File: config.mk
export PLATFORM = sky130hd
export DESIGN_NAME = devtbl_walker_flat
export DESIGN_NICKNAME = d
export VERILOG_FILES = /design/src/rtl/devtbl_walker_pkg.sv /design/src/rtl/devtbl_walker_if.sv /design/src/rtl/devtbl_walker_pi1_rdreq.sv /design/src/rtl/devtbl_walker.sv /design/src/flat_wrapper.sv
export SDC_FILE = /design/constraint.sdc
export NUM_CORES = 1
export LEC_CHECK = 0
export CAP_MARGIN = 40
export CORE_MARGIN = 2
export CORE_UTILIZATION = 55
export DETAILED_ROUTE_END_ITERATION = 8
export HOLD_SLACK_MARGIN = 0.02
export PLACE_DENSITY = 0.87
export SYNTH_ARGS = -nofsm -noshare
export SYNTH_HDL_FRONTEND = slang
export SYNTH_HIERARCHICAL = 1
export SYNTH_SLANG_ARGS = --single-unit
File: constraint.sdc
create_clock -name clk_i -period 6.9 [get_ports clk_i]
set_input_delay 1.035 -clock clk_i [delete_from_list [all_inputs] [get_ports clk_i]]
set_output_delay 1.035 -clock clk_i [all_outputs]
set_load 0.05 [all_outputs]
File: src/rtl/devtbl_walker_pkg.sv
// rtl/devtbl_walker_pkg.sv - shared constants, op codes and state type for the device-table walker
package devtbl_walker_pkg;

  localparam int ARCHBITSZ = 32;
  localparam int ADDRBITSZ = 30;

  typedef enum logic [1:0] {
    PINOOP = 2'b00,
    PIWROP = 2'b01,
    PIRDOP = 2'b10,
    PIRWOP = 2'b11
  } pi_op_e;

  localparam logic [ARCHBITSZ-1:0] DEVID_RAM    = 32'd1;
  localparam logic [ARCHBITSZ-1:0] DEVID_TINY   = 32'd3;
  localparam logic [ARCHBITSZ-1:0] DEVID_BLKDEV = 32'd4;
  localparam logic [ARCHBITSZ-1:0] DEVID_TINY2  = 32'd5;
  localparam logic [ARCHBITSZ-1:0] DEVID_DEVTBL = 32'd7;

  // Flag bits in the low two bits of the size word
  localparam int FLAG_INTR_BIT = 0;
  localparam int FLAG_RSVD_BIT = 1;

  typedef enum logic [2:0] {
    ST_IDLE,
    ST_VER_REQ,
    ST_VER_WAIT,
    ST_RDID_REQ,
    ST_RDID_WAIT,
    ST_RDSZ_REQ,
    ST_RDSZ_WAIT,
    ST_DONE
  } walk_state_e;

endpackage

File: src/rtl/devtbl_walker_if.sv
// rtl/devtbl_walker_if.sv - pi1 bus bundle with master/slave views
interface devtbl_walker_if;
  import devtbl_walker_pkg::*;

  logic [1:0]           pi1_op;
  logic [ADDRBITSZ-1:0] pi1_addr;
  logic [ARCHBITSZ-1:0] pi1_data_w;
  logic [3:0]           pi1_sel;
  logic [ARCHBITSZ-1:0] pi1_data_r;
  logic                 pi1_rdy;

  modport master (
    output pi1_op, pi1_addr, pi1_data_w, pi1_sel,
    input  pi1_data_r, pi1_rdy
  );

  modport slave (
    input  pi1_op, pi1_addr, pi1_data_w, pi1_sel,
    output pi1_data_r, pi1_rdy
  );
endinterface

File: src/rtl/devtbl_walker_pi1_rdreq.sv
// rtl/devtbl_walker_pi1_rdreq.sv - one pi1 request/capture handshake
module devtbl_walker_pi1_rdreq
  import devtbl_walker_pkg::*;
(
  input  logic                 clk_i,
  input  logic                 rst_i,
  input  logic                 i_start,
  input  logic [1:0]           i_op,
  input  logic [ADDRBITSZ-1:0] i_addr,
  output logic                 o_acc,
  output logic                 o_done,
  output logic [ARCHBITSZ-1:0] o_data,
  devtbl_walker_if.master      pi1
);

  logic r_wait;
  logic w_issue;

  // The request is driven straight from the caller while it holds i_start,
  // so op/addr stay stable until the responder accepts it.
  assign w_issue        = i_start && !r_wait;
  assign pi1.pi1_op     = w_issue ? i_op : PINOOP;
  assign pi1.pi1_addr   = w_issue ? i_addr : '0;
  assign pi1.pi1_data_w = '0;
  assign pi1.pi1_sel    = 4'hF;

  assign o_acc  = w_issue && pi1.pi1_rdy;
  assign o_done = r_wait && pi1.pi1_rdy;
  assign o_data = pi1.pi1_data_r;

  // Track whether an accepted request is still waiting for its data
  always_ff @(posedge clk_i) begin
    if (rst_i) begin
      r_wait <= 1'b0;
    end else if (o_acc) begin
      r_wait <= 1'b1;
    end else if (o_done) begin
      r_wait <= 1'b0;
    end
  end

endmodule

File: src/rtl/devtbl_walker.sv
// rtl/devtbl_walker.sv - walks the device table to find a device; DEVTBL_WALKER_VERSION_EN adds version_o
module devtbl_walker
  import devtbl_walker_pkg::*;
#(
  parameter logic [ADDRBITSZ-1:0] DEVTBLADDR   = 30'h380,
  parameter logic [ARCHBITSZ-1:0] DEVSPACEBASE = 32'h0,
  parameter int                   MAXENTRIES   = 16
) (
  input  logic                 clk_i,
  input  logic                 rst_i,
  input  logic                 find_i,
  input  logic [ARCHBITSZ-1:0] id_i,
  output logic                 busy_o,
  output logic                 done_o,
  output logic                 found_o,
  output logic [ARCHBITSZ-1:0] base_o,
  output logic [ADDRBITSZ-1:0] mapsz_o,
  output logic                 intr_o,
`ifdef DEVTBL_WALKER_VERSION_EN
  output logic [ARCHBITSZ-1:0] version_o,
`endif
  devtbl_walker_if.master      pi1
);

  localparam int KW = $clog2(MAXENTRIES + 1);
  localparam logic [KW-1:0] KMAX = KW'(MAXENTRIES);

  walk_state_e          r_state, w_next;
  logic [ARCHBITSZ-1:0] r_id, r_cur_id, r_base_acc, r_base;
  logic [ADDRBITSZ-1:0] r_mapsz;
  logic [KW-1:0]        r_k;
  logic                 r_found, r_intr;
  logic [KW-1:0]        w_k_inc;
  logic [ADDRBITSZ-1:0] w_k_word;
  logic                 w_start, w_acc, w_done;
  pi_op_e               w_op;
  logic [ADDRBITSZ-1:0] w_addr;
  logic [ARCHBITSZ-1:0] w_data;
`ifdef DEVTBL_WALKER_VERSION_EN
  logic [ARCHBITSZ-1:0] r_version;
  assign version_o = r_version;
`endif

  assign w_k_inc  = r_k + 1'b1;
  assign w_k_word = ADDRBITSZ'({r_k, 1'b0});

  devtbl_walker_pi1_rdreq u_rdreq (
    .clk_i   (clk_i),
    .rst_i   (rst_i),
    .i_start (w_start),
    .i_op    (w_op),
    .i_addr  (w_addr),
    .o_acc   (w_acc),
    .o_done  (w_done),
    .o_data  (w_data),
    .pi1     (pi1)
  );

  // State register
  always_ff @(posedge clk_i) begin
    if (rst_i) r_state <= ST_IDLE;
    else       r_state <= w_next;
  end

  // Next state and the request presented to the handshake helper
  always_comb begin
    w_next  = r_state;
    w_start = 1'b0;
    w_op    = PIRDOP;
    w_addr  = DEVTBLADDR + w_k_word;
    case (r_state)
      ST_IDLE: begin
`ifdef DEVTBL_WALKER_VERSION_EN
        if (find_i) w_next = ST_VER_REQ;
`else
        if (find_i) w_next = ST_RDID_REQ;
`endif
      end
      ST_VER_REQ: begin
        w_start = 1'b1;
        w_op    = PIRWOP;
        w_addr  = DEVTBLADDR;
        if (w_acc) w_next = ST_VER_WAIT;
      end
      ST_VER_WAIT:  if (w_done) w_next = ST_RDID_REQ;
      ST_RDID_REQ: begin
        w_start = 1'b1;
        if (w_acc) w_next = ST_RDID_WAIT;
      end
      ST_RDID_WAIT: begin
        if (w_done) w_next = (w_data == '0) ? ST_DONE : ST_RDSZ_REQ;
      end
      ST_RDSZ_REQ: begin
        w_start = 1'b1;
        w_addr  = DEVTBLADDR + w_k_word + 30'd1;
        if (w_acc) w_next = ST_RDSZ_WAIT;
      end
      ST_RDSZ_WAIT: begin
        if (w_done) begin
          if (r_cur_id == r_id || w_k_inc == KMAX) w_next = ST_DONE;
          else                                     w_next = ST_RDID_REQ;
        end
      end
      ST_DONE:  w_next = ST_IDLE;
      default:  w_next = ST_IDLE;
    endcase
  end

  // Walk bookkeeping and result registers
  always_ff @(posedge clk_i) begin
    if (rst_i) begin
      r_id       <= '0;
      r_cur_id   <= '0;
      r_base_acc <= '0;
      r_k        <= '0;
      r_found    <= 1'b0;
      r_base     <= '0;
      r_mapsz    <= '0;
      r_intr     <= 1'b0;
`ifdef DEVTBL_WALKER_VERSION_EN
      r_version  <= '0;
`endif
    end else begin
      case (r_state)
        ST_IDLE: begin
          if (find_i) begin
            r_id       <= id_i;
            r_base_acc <= DEVSPACEBASE;
            r_k        <= '0;
            r_found    <= 1'b0;
            r_base     <= '0;
            r_mapsz    <= '0;
            r_intr     <= 1'b0;
          end
        end
`ifdef DEVTBL_WALKER_VERSION_EN
        ST_VER_WAIT:  if (w_done) r_version <= w_data;
`endif
        ST_RDID_WAIT: if (w_done) r_cur_id <= w_data;
        ST_RDSZ_WAIT: begin
          if (w_done) begin
            if (r_cur_id == r_id) begin
              r_found <= 1'b1;
              r_base  <= r_base_acc;
              r_mapsz <= w_data[ARCHBITSZ-1:2];
              r_intr  <= w_data[FLAG_INTR_BIT];
            end else begin
              r_base_acc <= r_base_acc + {w_data[ARCHBITSZ-1:2], 2'b00};
              r_k        <= w_k_inc;
            end
          end
        end
        default: ;
      endcase
    end
  end

  assign busy_o  = (r_state != ST_IDLE) && (r_state != ST_DONE);
  assign done_o  = (r_state == ST_DONE);
  assign found_o = r_found;
  assign base_o  = r_base;
  assign mapsz_o = r_mapsz;
  assign intr_o  = r_intr;

endmodule
File: src/flat_wrapper.sv
// flat-port wrapper written by rule: the top's interface ports become plain ports
module devtbl_walker_flat import devtbl_walker_pkg::*;
#(
  parameter logic [ADDRBITSZ-1:0] DEVTBLADDR   = 30'h380,
  parameter logic [ARCHBITSZ-1:0] DEVSPACEBASE = 32'h0,
  parameter int                   MAXENTRIES   = 16
)
  (clk_i, rst_i, find_i, id_i, busy_o, done_o, found_o, base_o, mapsz_o, intr_o, pi1_pi1_op, pi1_pi1_addr, pi1_pi1_data_w, pi1_pi1_sel, pi1_pi1_data_r, pi1_pi1_rdy);
  devtbl_walker_if pi1_i ();
  input  logic clk_i;
  input  logic rst_i;
  input  logic find_i;
  input  logic [ARCHBITSZ-1:0] id_i;
  output logic busy_o;
  output logic done_o;
  output logic found_o;
  output logic [ARCHBITSZ-1:0] base_o;
  output logic [ADDRBITSZ-1:0] mapsz_o;
  output logic intr_o;
  output wire logic [$bits(pi1_i.pi1_op)-1:0] pi1_pi1_op;
  output wire logic [$bits(pi1_i.pi1_addr)-1:0] pi1_pi1_addr;
  output wire logic [$bits(pi1_i.pi1_data_w)-1:0] pi1_pi1_data_w;
  output wire logic [$bits(pi1_i.pi1_sel)-1:0] pi1_pi1_sel;
  input wire logic [$bits(pi1_i.pi1_data_r)-1:0] pi1_pi1_data_r;
  input wire logic [$bits(pi1_i.pi1_rdy)-1:0] pi1_pi1_rdy;
  assign pi1_pi1_op = pi1_i.pi1_op;
  assign pi1_pi1_addr = pi1_i.pi1_addr;
  assign pi1_pi1_data_w = pi1_i.pi1_data_w;
  assign pi1_pi1_sel = pi1_i.pi1_sel;
  assign pi1_i.pi1_data_r = pi1_pi1_data_r;
  assign pi1_i.pi1_rdy = pi1_pi1_rdy;
  devtbl_walker #(.DEVTBLADDR(DEVTBLADDR), .DEVSPACEBASE(DEVSPACEBASE), .MAXENTRIES(MAXENTRIES)) u_core (.clk_i(clk_i), .rst_i(rst_i), .find_i(find_i), .id_i(id_i), .busy_o(busy_o), .done_o(done_o), .found_o(found_o), .base_o(base_o), .mapsz_o(mapsz_o), .intr_o(intr_o), .pi1(pi1_i));
endmodule
After elaboration in Yosys (flattened, before gate mapping)
Index checks and enable logic that the tools add are counted.
{"block": "op_classes", "n_addsub": 4, "n_eq_ne": 19, "mux": 39, "reduce_logical": 17}
{"cell": "two-way mux 32 bit", "n": 5}
{"cell": "case mux 32 bit (2 select lines)", "n": 2}
{"cell": "two-way mux 30 bit", "n": 4}
{"cell": "case mux 30 bit (2 select lines)", "n": 2}
{"cell": "adder 32 bit", "n": 1}
{"cell": "equality test 32 bit", "n": 1}
{"cell": "zero test 32 bit", "n": 1}
{"cell": "adder 30 x 1 -> 30 bit (second input constant)", "n": 1}
{"cell": "two-way mux 3 bit", "n": 8}
{"cell": "case mux 3 bit (8 select lines)", "n": 1}
{"cell": "!= test 2 bit (second input constant)", "n": 8}
{"cell": "two-way mux 5 bit", "n": 3}
{"cell": "equality test 3 bit (second input constant)", "n": 4}
{"cell": "adder 10 x 6 -> 11 bit (first input constant)", "n": 1}
{"cell": "case mux 5 bit (2 select lines)", "n": 1}
{"cell": "two-way mux 1 bit", "n": 9}
{"cell": "AND reduction 4 bit", "n": 2}
{"cell": "AND reduction 7 bit", "n": 1}
{"cell": "equality test 3 x 2 -> 1 bit (second input constant)", "n": 2}
{"cell": "adder 5 x 1 -> 5 bit (second input constant)", "n": 1}
{"cell": "equality test 5 bit (second input constant)", "n": 1}
{"cell": "logical AND 1 bit", "n": 4}
{"cell": "two-way mux 2 bit", "n": 2}
{"cell": "case mux 1 bit (2 select lines)", "n": 2}
{"cell": "10 further kinds", "n": 12}
{"block": "word_totals", "regBits": 169, "in_bits": 68, "word_cells": 89}

Longest topological paths before layout
{"block": "depth", "word_depth": 7, "mapped_depth": 13, "depth_no_buf": 12}

Hierarchy
Netlist, hierarchy kept.
{"mod": "devtbl_walker", "instances": 1, "cells_each": 1013, "area_each_um2": 7831.3, "seq_area_each_um2": 3283.1}
{"mod": "devtbl_walker_pi1_rdreq", "instances": 1, "cells_each": 112, "area_each_um2": 843.3, "seq_area_each_um2": 20.0}

Least setup slack after synthesis
OpenSTA, ideal clock, no wires.
{"block": "synth_timing", "path_kind": "input port to flip-flop", "start": "input port pi1_pi1_data_r[2]", "end": "register u_core.r_base_acc[28]", "setup_ps": 117, "arrival_ps": 3454, "required_ps": 6783, "setup_slack_ps": 3328, "cell_stages": 13, "path_buffers": 1, "path_cell_list": "buf_4 > ha_1 > inv_1 > fa_1 > nor2b_4 > o31a_1 > o41a_1 > o2111a_1 > o211ai_2 > a21oi_1 > o41ai_2 > nand3_1 > a32o_1"}
{"block": "synth_between", "elab_chain_len": 4}
{"element": "start: declaration", "line": "flat_wrapper.sv:24", "rtl": "input wire logic [$bits(pi1_i.pi1_data_r)-1:0] pi1_pi1_data_r;"}
{"element": "adder 32 bit", "line": "devtbl_walker.sv:148", "rtl": "r_base_acc <= r_base_acc + {w_data[ARCHBITSZ-1:2], 2'b00};"}
{"element": "two-way mux 32 bit", "line": "devtbl_walker.sv:142", "rtl": "if (r_cur_id == r_id) begin"}
{"element": "two-way mux 32 bit", "line": "devtbl_walker.sv:141", "rtl": "if (w_done) begin"}
{"element": "case mux 32 bit (2 select lines)", "line": "devtbl_walker.sv:124", "rtl": "case (r_state)"}
{"element": "end signal: assignment", "line": "devtbl_walker.sv:148"}
{"element": "end: declaration", "line": "devtbl_walker.sv:29", "rtl": "logic [ARCHBITSZ-1:0] r_id, r_cur_id, r_base_acc, r_base;"}
Every way passes these cells. The select of a mux whose other input is x is not followed.
A chain may end at the register's enable or synchronous reset.

Worst setup path in the final report
{"block": "layout_timing", "start": "register u_core.r_state[0]", "end": "output port pi1_pi1_addr[8]"}
{"block": "layout_between", "elab_chain_len": 5, "word_cells_on_any_way": 8, "cone_classes": "eq/ne: 3; mux: 3; reduce/logical: 2"}
{"element": "start: declaration", "line": "devtbl_walker.sv:28", "rtl": "walk_state_e r_state, w_next;"}
{"element": "start signal: assignment", "line": "devtbl_walker.sv:62", "rtl": "else r_state <= w_next;"}
{"element": "equality test 3 x 1 -> 1 bit, or another cell as far along", "line": "devtbl_walker.sv:71", "rtl": "case (r_state)"}
{"element": "OR reduction 3 bit (no line) *"}
{"element": "two-way mux 1 bit *", "line": "devtbl_walker.sv:71"}
{"element": "via u_core.w_start", "line": "devtbl_walker.sv:35", "rtl": "logic w_start, w_acc, w_done;"}
{"element": "logical AND 1 bit *", "line": "devtbl_walker_pi1_rdreq.sv:21", "rtl": "assign w_issue = i_start && !r_wait;"}
{"element": "two-way mux 30 bit *", "line": "devtbl_walker_pi1_rdreq.sv:23", "rtl": "assign pi1.pi1_addr = w_issue ? i_addr : '0;"}
{"element": "end: declaration", "line": "flat_wrapper.sv:21", "rtl": "output wire logic [$bits(pi1_i.pi1_addr)-1:0] pi1_pi1_addr;"}
The timed path passes the listed nets; every way through them passes the cells marked *.

==> out/results.txt <==
At the end of routability-driven placement, the weighted congestion stood at 1.003. Post-CTS repair changed the size of 0 cells. Buffers added to address setup during post-CTS repair amount to 0.

Dividing the detail-routed wire length by the instance count gives 16.24 um. The die covers 0.01679 sq mm. The die outline width was 129.6 um. For this design the ratio of total power to cell area is 214.4 mW/mm^2. The number of I/O port buffers came out at 142.

Counting instances, the worst hold path has a depth of 2. In this run, flip-flops and latches consume 44.2% of the power. The total routed wirelength was 23380 um. Setup repair after global routing left no endpoint under its margin. The tools report the number of nets with antenna violations after routing as 0. After synthesis, the largest family of logic cells by area is simple AND/OR/NAND/NOR gates. Across all layers, the routed design uses 7977 vias. The synthesized design spends more area on one cell type than any other, namely dfxtp_1.

The tools report the buffer levels on the longest clock path as 2. The run gives 32.21% as the met1 demand-to-capacity share in global routing. In this run switching power makes up 29.20% of total power. The total of flip-flops plus latches after synthesis is 165, and the antenna diode count is 0. In this run the count of I/O pins placed on the die edge is 202. The global-route wire length before repair was 36080 um. For the pin with the worst max-slew slack, the measured transition is 0.8441 ns.

The finished layout holds 1440 standard cells, fillers aside. The area overhead of the layout relative to synthesis is 20.68%, and the fmax is 248.5 MHz. The flow ran to the end, and the final reports show no timing, DRC or antenna violations.

The internal portion of the total power is 0.001589 W. For the total net switching power, the log shows 0.0006553 W. The tools report the origin of the worst min-delay path as u_core/base_o[3]$_SDFFE_PP0P_. The starting utilization of the core area is 56.64%, and the number of distinct library cells after synthesis is 55. For this run, the leading register cell type out of synthesis is dfxtp_1.

Counting every instance in the synthesized netlist gives 1125. For this block, the initial DRC count from the detailed router was 651. The logs give 7374 for the via count of the first global-routing pass and 165 for the total number of clock tree sinks.

In this run, placement finished with an instance count of 1408. TritonCTS built the clock tree. The total count of hold-check failures in the final report is 0.

First-pass iteration count of the detailed router: 5. Power comes to 0.002244 W. STA classifies the critical path endpoint as an output pin. The share of the Yosys chip area taken by registers is 38.08%. By area the synthesized netlist is led by dfxtp_1 38%, a21oi_1 9.7%, nand2_1 9.4%. Per report_power, the clock group accounts for 40.4% of the total. The total routing resource utilization after global routing is 27.41%, and the highest ir drop seen on vdd is 0.1827 mV. At the worst endpoint, the arrival time is 2.99 ns. The layout cell share with drive strength beyond 1 works out to 6.184%. The path class of the tightest hold or removal check is reg -> reg.

Summing the areas of all compound-gate instances in the mapped netlist gives 17.28% of the synthesized area. The number of setup violations in the final report was 0. The adder and majority gate portion of the synthesized area was 4.558%; the number of CTS-inserted buffers was 17. For the net total in the final layout, the log shows 1315.

The final number of max-transition violations was 0; the initial antenna violation count was 0. The final critical-path required period was 4.024 ns. The clock root buffer master was clkbuf_16. The logs give 45 for the number of placement rows and 0 for the total grt overflow. The number of levels the H-tree was split into was 4.

The top cell type by area accounts for 38.08% of the synthesized area. After clock tree synthesis, the clock-pin slew on the worst setup and hold paths is 0.06 ns. The number of synthesized flops with an enable pin came out at 0. The startpoint identified for the worst register-to-register timing path is u_core/r_cur_id[20]$_SDFFE_PP0P_.

By startpoint and endpoint, the worst setup path is classified as reg -> out. The routing layer with the top usage in global route is met2. The later pin in the worst-skew pair is clocked with a latency of 0.43 ns. On the final layout, the worst clock skew is 0.01001 ns. Summing the areas of all and, or, nand and nor instances in the mapped netlist gives 24.79% of the synthesized area.

The number of buffers inserted for hold repair after clock tree synthesis is 0. The met2 demand-to-capacity share in global routing came out at 46.78%. The run gives 6.400% as the met3 track demand over resource. For the combinational fraction of design power, the log shows 15.4%.

The tools report the leakage power summed over all cells as 4.075 nW. After legalization and detailed placement, the total HPWL measured 16830 um. The Yosys step of the flow raised 6 warnings. The peak fanout along the critical path came out at 32. STA classifies the critical path startpoint as a flip-flop. The max capacitance violation total is 0. The data required time at the worst endpoint was 5.86 ns. For hold timing, the worst endpoint is u_core/base_o[3]$_SDFFE_PP0P_.

In the synthesized netlist, mux cells make up 0% of the area. Entering global routing, the biggest net connects 87 pins. The detailed-route vias per instance was 5.540. The number of cells on the worst reg-to-reg path is 9. Destination of the worst register-to-register timing path: u_core/r_base_acc[31]$_SDFFE_PP0P_. Dividing the final minimum period by the clock period gives 58.31%.

The logs give 43.52% for the relative slew slack and 0.008675 sq mm for the synthesized cell area. The share of synthesized flip-flops with an asynchronous set or reset works out to 0%. After routing, the total negative slack on setup checks comes to 0 ns.

In the routed design, unresolved DRC markers number 0. The floorplan step defined a core boundary enclosing 0.01531 sq mm. The vertical die dimension was 129.6 um.

The average instance in the mapped netlist occupies 7.711 sq um. The reg-to-reg setup timing slack came out at 3.71 ns. Summing the areas of all xor and xnor instances in the mapped netlist gives 5.250% of the synthesized area.
==> worst max path at each step <==
stage                                   startpoint  slack, ns                                 end
detailed placement               pi1_pi1_data_r[2]       2.67  u_core/r_base_acc[28]$_SDFFE_PP0P_
global route        u_core/r_state[0]$_SDFFE_PP0P_       2.68                     pi1_pi1_addr[8]
floorplan                        pi1_pi1_data_r[2]       3.33  u_core/r_base_acc[28]$_SDFFE_PP0P_
CTS                 u_core/r_state[0]$_SDFFE_PP0P_       2.85                     pi1_pi1_addr[8]
global placement                 pi1_pi1_data_r[2]       2.83  u_core/r_base_acc[28]$_SDFFE_PP0P_
finish              u_core/r_state[0]$_SDFFE_PP0P_       2.88                     pi1_pi1_addr[8]
==> area by class of cell <==
type / count / area, sq um
Clock buffer: 21 / 460.4
Clock inverter: 11 / 101.3
Fill cell: 1270 / 4846
Inverter: 14 / 52.55
Multi-Input combinational cell: 867 / 4761
Sequential cell: 165 / 3303
Tap cell: 211 / 264.0
Timing Repair Buffer: 151 / 1526
==> worst max-delay path, stage by stage, from the launching register on <==
cell and delay, ns:
dfxtp_1 0.64, a21boi_0 0.39, nor2b_4 0.51, and2_2 0.22, clkdlybuf4s50_1 0.79
==> cell families (layout without fill, tap and decap cells) <==
| group | count (synthesis) | in the layout |
|---|---|---|
| buffers and inverters | 152 | 197 |
| DFF | 165 | 165 |
| xor gates and xnor gates | 52 | 52 |
| adders and majority gates | 31 | 31 |
| and+or+nand+nor | 460 | 460 |
| AOI/OAI and AO/OA | 261 | 261 |
| other | 4 | 63 |
==> stage by stage <==
| stage | setup WS (ns) | area, sq um | hold slack [ns] | utilization, % |
|---|---|---|---|---|
| floorplan | 3.328 | 8896 | 0.4430 | - |
| global placement | 2.832 | 9844 | 0.4451 | 64.28 |
| detailed placement | 2.674 | 9907 | 0.4575 | 64.69 |
| CTS | 2.851 | 10470 | 0.4663 | 68.36 |
| global route | 2.680 | 10470 | 0.4867 | 68.36 |
| finish | 2.876 | 10470 | 0.4633 | 68.36 |
==> registers in the layout (all words and copies together), names as in the netlist <==
name,flops
u_core/r_id,32
u_core/u_rdreq/r_wait,1
u_core/mapsz_o,30
u_core/r_base_acc,30
u_core/intr_o,1
u_core/r_k,5
u_core/r_cur_id,32
u_core/found_o,1
u_core/r_state,3
u_core/base_o,30
==> power by group through the flow <==
stage          Sequential, W  Combinational [W]  Clock (W)
2_1_floorplan        0.00100           0.000293          0
4_1_cts             0.000992           0.000343   0.000910
3_3_place_gp         0.00101           0.000336          0
5_1_grt             0.000994           0.000372   0.000960
3_5_place_dp         0.00101           0.000342          0
6_report            0.000992           0.000346   0.000906
==> placed cells by master (no fill, tap or decap), types with 3 or more instances in the layout <==
master	netlist	final
nand4_1	6	6
clkbuf_16	0	17
nand2_1	218	218
clkdlybuf4s50_1	0	141
a21oi_1	168	168
nand3b_1	3	3
xor2_1	37	37
conb_1	4	63
nor2b_1	12	12
and2_2	23	23
clkinv_2	0	3
buf_4	70	7
o21bai_1	3	3
a21o_1	12	12
or3_1	6	4
clkinvlp_4	0	4
dfxtp_1	165	165
inv_1	14	14
ha_1	30	30
o21a_1	9	9
and3_1	11	11
nand2b_1	6	6
a211oi_1	5	5
nor2_1	50	49
nand3_1	78	78
xnor2_1	15	15
nor3_1	9	7
a31oi_1	15	15
o21ai_0	26	26
and2_1	13	13
nor4_1	16	16
nor3b_1	4	4
==> routing by layer <==
layer | share of wire [%] | routed length (um)
met1 | 40 | 9427
met2 | 49 | 11450
met3 | 6.8 | 1599
met4 | 3.9 | 910
met5 | 0 | 0
==> cells in the mapped netlist (all sizes together), types with 4 or more instances <==
cell type and number:
inv 14, nor4 16, nand2b 6, clkbuf 58, nor3 9, ha 30
nand3 78, dfxtp 165, xor2 37, o21bai 4, o21a 9, o21ai 27
nor2 50, nor2b 14, a211oi 5, and2 37, nand4 6, a21oi 168
nand2 218, conb 4, buf 80, or3 6, a21o 12, nor3b 4
and3 11, xnor2 15, a31oi 15
Note: power is estimated with default switching activity, not from simulation.
